## src/rtl/i8255_pkg.sv

```systemverilog
// Shared constants for the i8255 mode-0 PPI: register addresses,
// control-word bit positions and the control register reset value.
package i8255_pkg;

  localparam int unsigned ADDR_W = 2;
  localparam int unsigned DATA_W = 8;
  localparam int unsigned CW_W   = 7;

  localparam logic [ADDR_W-1:0] ADDR_PA   = 2'b00;
  localparam logic [ADDR_W-1:0] ADDR_PB   = 2'b01;
  localparam logic [ADDR_W-1:0] ADDR_PC   = 2'b10;
  localparam logic [ADDR_W-1:0] ADDR_CTRL = 2'b11;

  // Control-word bits; a 1 selects input for that port (or port half).
  localparam int unsigned CW_A_IN  = 4;
  localparam int unsigned CW_CH_IN = 3;
  localparam int unsigned CW_B_IN  = 1;
  localparam int unsigned CW_CL_IN = 0;

  // All ports configured as inputs.
  localparam logic [CW_W-1:0] CTRL_RESET = 7'b0011011;

endpackage

```

## src/rtl/i8255_ctrl_decode.sv

```systemverilog
// Direction decode from the stored control word.
// Ports:
//   control_reg  in  7  stored control word (mode bits ignored)
//   ddra, ddrb   out 1  whole-port drive enables for A and B
//   ddrc         out 8  per-bit drive enables for port C
module i8255_ctrl_decode
  import i8255_pkg::*;
(
  input  logic [6:0] control_reg,
  output logic       ddra,
  output logic       ddrb,
  output logic [7:0] ddrc
);

  // Mode-select bits are stored for readback only; behaviour is always mode 0.
  logic unused_mode_bits;
  assign unused_mode_bits = ^{control_reg[6:5], control_reg[2]};

  assign ddra      = ~control_reg[CW_A_IN];
  assign ddrb      = ~control_reg[CW_B_IN];
  assign ddrc[7:4] = {4{~control_reg[CW_CH_IN]}};
  assign ddrc[3:0] = {4{~control_reg[CW_CL_IN]}};

endmodule

```

## src/rtl/i8255_ppi.sv

```systemverilog
// Intel 8255 PPI, mode 0 only, with control-word mode set and port C
// bit set/reset. Pads are split into in/out/direction signals.
// Ports:
//   clk, reset          clock and synchronous active-high reset
//   cs, rd, wr, a, din  CPU bus slave interface
//   dout                combinational read data (0 unless reading)
//   ain, bin, cin       port pin inputs
//   aout, bout, cout    port output latches
//   ddra, ddrb, ddrc    drive enables (1 = drive)
module i8255_ppi
  import i8255_pkg::*;
(
  input  logic       clk,
  input  logic       reset,
  input  logic       cs,
  input  logic       rd,
  input  logic       wr,
  input  logic [1:0] a,
  input  logic [7:0] din,
  output logic [7:0] dout,
  input  logic [7:0] ain,
  input  logic [7:0] bin,
  input  logic [7:0] cin,
  output logic [7:0] aout,
  output logic [7:0] bout,
  output logic [7:0] cout,
  output logic       ddra,
  output logic       ddrb,
  output logic [7:0] ddrc
);

  logic [6:0] control_reg;
  logic       we;
  logic       bit_set_reset;

  assign we            = cs & wr;
  assign bit_set_reset = we & (a == ADDR_CTRL) & ~din[7];

  // Register file; latches update regardless of port direction.
  always_ff @(posedge clk) begin
    if (reset) begin
      control_reg <= CTRL_RESET;
      aout        <= '0;
      bout        <= '0;
      cout        <= '0;
    end else if (we) begin
      case (a)
        ADDR_PA: aout <= din;
        ADDR_PB: bout <= din;
        ADDR_PC: cout <= din;
        default: begin
          if (din[7]) begin
            control_reg <= din[6:0];
            aout        <= '0;
            bout        <= '0;
            cout        <= '0;
          end else if (bit_set_reset) begin
            cout[din[3:1]] <= din[0];
          end
        end
      endcase
    end
  end

  i8255_ctrl_decode u_decode (
    .control_reg (control_reg),
    .ddra        (ddra),
    .ddrb        (ddrb),
    .ddrc        (ddrc)
  );

  // Read mux: driven ports return their latch, input ports return the pins.
  always_comb begin
    dout = '0;
    if (cs & rd & ~wr) begin
      case (a)
        ADDR_PA: dout = ddra ? aout : ain;
        ADDR_PB: dout = ddrb ? bout : bin;
        ADDR_PC: dout = (ddrc & cout) | (~ddrc & cin);
        default: dout = {1'b1, control_reg};
      endcase
    end
  end

endmodule

```

## config.mk

```make
export PLATFORM = sky130hd
export DESIGN_NAME = i8255_ppi
export DESIGN_NICKNAME = d
export VERILOG_FILES = /design/src/rtl/i8255_pkg.sv /design/src/rtl/i8255_ctrl_decode.sv /design/src/rtl/i8255_ppi.sv
export SDC_FILE = /design/constraint.sdc
export NUM_CORES = 1
export LEC_CHECK = 0
export BUFFER_PORTS_ARGS = -buffer_cell sky130_fd_sc_hd__buf_2
export CAP_MARGIN = 0
export CORE_UTILIZATION = 30
export CTS_CLUSTER_DIAMETER = 40
export CTS_CLUSTER_SIZE = 10
export DETAILED_ROUTE_END_ITERATION = 8
export SLEW_MARGIN = 20
export SYNTH_ARGS = -nofsm -noshare
export SYNTH_HDL_FRONTEND = slang
export SYNTH_HIERARCHICAL = 1
export SYNTH_SLANG_ARGS = --single-unit
```

## constraint.sdc

```tcl
create_clock -name clk -period 1.8 [get_ports clk]
set_input_delay 0.36 -clock clk [delete_from_list [all_inputs] [get_ports clk]]
set_output_delay 0.36 -clock clk [all_outputs]
set_load 0.005 [all_outputs]
```

==> impl_metrics.json <==
{
  "path_clk_slew_ns": 0.07,
  "cp-start-kind": "flop",
  "cts_tree": "yes",
  "topRoutingLayerUsed": "met4",
  "reg_top3": "aout: 8 flops, bout: 8 flops, cout: 8 flops",
  "insertion_delay_ns": 0.29,
  "port_buffers": 80,
  "drt-met1-wl_um": 3280,
  "hold_class": "input pin to flop",
  "wirelength_um": 6930,
  "placed_area_sq_um": 2740,
  "firstDrtPassIters": 4,
  "core_sq_um": 6790,
  "syn-num-nets": 293,
  "cts-root-to-sink-buffers": 2,
  "ys_seq_area_share_pct": 29.4,
  "power.density_nw_per_um2": 539,
  "fmax_mhz": 520,
  "cts_buffers": 5,
  "internal_power_mw": 1.17,
  "finish.instance_area_sq_um": 3100,
  "start_util_pct": 31.1,
  "die_y_um": 85.9,
  "synthDistinctLibCells": 38,
  "rsz0062_at_grt": "yes",
  "critPathArrivalTime_ns": 1.56,
  "finalWeightedCongestion": 0.855,
  "dp_cells": 425,
  "crit_buf_inv": 3,
  "endpoint_kind": "output port",
  "n_fill_cell": 675,
  "fin_crit_sh_pct": 107,
  "violations": "setup timing",
  "stdcell_count": 439,
  "multi_input_area_sq_um": 1520,
  "drive_above_1_share_pct": 53.6,
  "path_class": "flop to output port",
  "fin_nets": 387,
  "setup_viol_count_final": 8,
  "drc_errors": 0,
  "vias_per_cell": 4.98,
  "regArea_sq_um": 628,
  "p_clk_share_pct": 32.6,
  "p_seq_share_pct": 42.4,
  "relSlewSlack_pct": 65.6,
  "leakage_nw": 1.34,
  "cts_hold_buf": 0,
  "dp_hpwl_um": 5060,
  "crit_path_top_delay_cell": "dfxtp_2",
  "grt_pass1_wl_um": 10800,
  "htreeDepth": 2,
  "wl_per_cell_um": 15.8,
  "syn-mean-instance-area_sq_um": 8.52,
  "setup_tns_ns": -0.798,
  "yosys_warnings": 6,
  "hold_violations": 0,
  "worst_slew_pin_slew_ns": 0.514,
  "drv_cap": 0,
  "ant_nets": 0,
  "worstPathRequired_ns": 1.44,
  "antenna_found_initial": 0,
  "layout_min_cycle_time_ns": 1.92,
  "netlist_area_sq_um": 2110,
  "antenna_cells": 0,
  "dieArea_sq_um": 7380,
  "syn_to_final_growth_pct": 46.9,
  "die_w_um": 85.9,
  "ioPinCount": 81,
  "route.met3.wl_um": 349,
  "drt_iter0_markers": 141,
  "status": "complete, but fails checks",
  "grt_pass1_vias": 2084,
  "row_count": 30,
  "switching_share_pct": 29.8,
  "dr_wl_met2_um": 3130,
  "skew_ns": 0,
  "cp_max_fo": 4,
  "ys_ff_latch": 31,
  "p_switching_mw": 0.498,
  "grt_overflow": 0,
  "cts_root_buf": "clkbuf_8",
  "vdd_drop_max_mv": 0.272,
  "grt_use_total_pct": 19.2,
  "worstPathCellList": "inv_4 -> clkbuf_16 -> mux2_4 -> a22oi_2 -> a211oi_2 -> buf_2",
  "critical_path.top_delay_family": "flip-flops",
  "pwr-share-comb_pct": 25.0,
  "cts.sinks": 31,
  "layout_setup_ws_ns": -0.121,
  "slowest_delay_ns": 0.36,
  "postSynthCellCount": 248,
  "grt_max_degree": 27,
  "drv_slew": 0,
  "dr_total_vias": 2187
}
[cell usage in the layout, fill, tap and decap left out, types with 2 or more instances in the layout]
master / synthesis / layout
dfxtp_1: 31 / 27
mux2_4: 0 / 14
dfxtp_2: 0 / 3
a22oi_1: 16 / 8
ha_2: 0 / 3
mux2_2: 24 / 10
buf_4: 7 / 28
inv_4: 0 / 4
a32oi_1: 3 / 3
a22oi_2: 0 / 8
a21oi_1: 13 / 6
clkbuf_8: 0 / 5
nand4b_1: 2 / 2
a211oi_1: 16 / 10
inv_1: 9 / 4
clkbuf_1: 13 / 2
nor4b_1: 2 / 2
a311oi_1: 2 / 2
mux2i_1: 10 / 10
and2_1: 8 / 8
or3b_1: 3 / 3
a21oi_4: 0 / 2
a211oi_2: 1 / 7
nor2_1: 27 / 27
o21a_1: 2 / 2
nand3_1: 3 / 3
buf_12: 0 / 3
or3_1: 2 / 2
ha_4: 0 / 2
a21oi_2: 0 / 5
nor2b_1: 7 / 7
nand2_1: 16 / 16
nand3b_1: 5 / 5
buf_2: 6 / 80
o211ai_1: 2 / 2
[Yosys cell counts]
cell,n,share of area [%]
a211oi_1,16,5.7
a211oi_2,1,0.59
a21oi_1,13,3.1
a22oi_1,16,5.7
a311oi_1,2,0.83
a32oi_1,3,1.2
and2_1,8,2.4
and3_1,1,0.30
buf_2,6,1.4
buf_4,7,2.5
clkbuf_1,13,2.3
dfxtp_1,31,29
ha_1,6,3.6
inv_1,9,1.6
mux2_2,24,13
mux2i_1,10,4.7
nand2_1,16,2.8
nand2_2,1,0.30
nand3_1,3,0.71
nand3b_1,5,1.8
nand4_1,1,0.30
nand4b_1,2,0.83
nand4bb_1,1,0.53
nor2_1,27,4.8
nor2_2,1,0.30
nor2b_1,7,2.1
nor3_1,1,0.24
nor3_2,1,0.47
nor3b_2,1,0.59
nor4_1,1,0.30
nor4_4,1,1.0
nor4b_1,2,0.83
o211ai_1,2,0.71
o21a_1,2,0.71
o31a_1,1,0.41
o31ai_1,1,0.36
or3_1,2,0.59
or3b_1,3,1.2
[stage by stage]
| step | setup WS, ns | utilization [%] | hold slack (ns) | power, mW |
|---|---|---|---|---|
| detailed placement | -0.181 | 40.3 | 0.455 | 1.07 |
| CTS | -0.119 | 43.4 | 0.364 | 1.64 |
| global placement | -0.169 | 40.3 | 0.448 | 1.07 |
| global route | -0.172 | 45.7 | 0.391 | 1.74 |
| floorplan | 0.0251 | - | 0.437 | 0.917 |
| finish | -0.121 | 45.7 | 0.374 | 1.67 |
[worst min-delay path: stages]
cell     delay (ns)
buf_2          0.14
nand2_1        0.06
a21oi_1        0.05
[cell type report]
type | instances | share of cell area (%)
clock buffer | 7 | 2.46
clock inverter | 1 | 0.161
inverter | 9 | 1.41
multi-input combinational | 182 | 49.1
sequential | 31 | 20.2
tap | 96 | 3.87
timing repair buffer | 113 | 22.8
[cells by family after synthesis]
logic type | after synthesis | share of synthesized area [%]
simple gates | 85 | 22.4
fa+ha+maj | 6 | 3.55
mux | 34 | 17.5
compound gates | 57 | 19.3
buf+inv | 35 | 7.82
flops | 31 | 29.4
[timing repair]
action | in CTS | in global routing
resized for setup | 29 | 30
setup endpoints to repair | 8 | 9
pin swaps | 6 | 15
hold endpoints to repair | 0 | 0
buffers inserted | 4 | 1
cloned | 0 | 1
[power groups by stage]
stage               Clock, mW  Combinational, mW  Sequential [mW]
finish                  0.546              0.417            0.709
global route            0.585              0.450            0.710
CTS                     0.556              0.378            0.709
detailed placement          0              0.350            0.724
global placement            0              0.350            0.724
floorplan                   0              0.195            0.723
[worst paths after layout]
| check | slack, ns | startpoint | cells past startpoint | end |
|---|---|---|---|---|
| min reg2reg | 0.46 | control_reg[6] | 2 | control_reg[6] |
| max reg2reg | 1.06 | cout[3] | 2 | cout[3] |
| max | -0.12 | control_reg[4] | 6 | dout[2] |
| min | 0.37 | din[6] | 3 | control_reg[6] |
[per-layer routing]
layer | global-route usage, % | vias to the layer above
li1 | - | 1079
met1 | 26.6 | 1021
met2 | 28.0 | 73
met3 | 4.14 | 14
met4 | 9.39 | 0
met5 | 0 | -
Note: power is estimated with default switching activity, not from simulation.
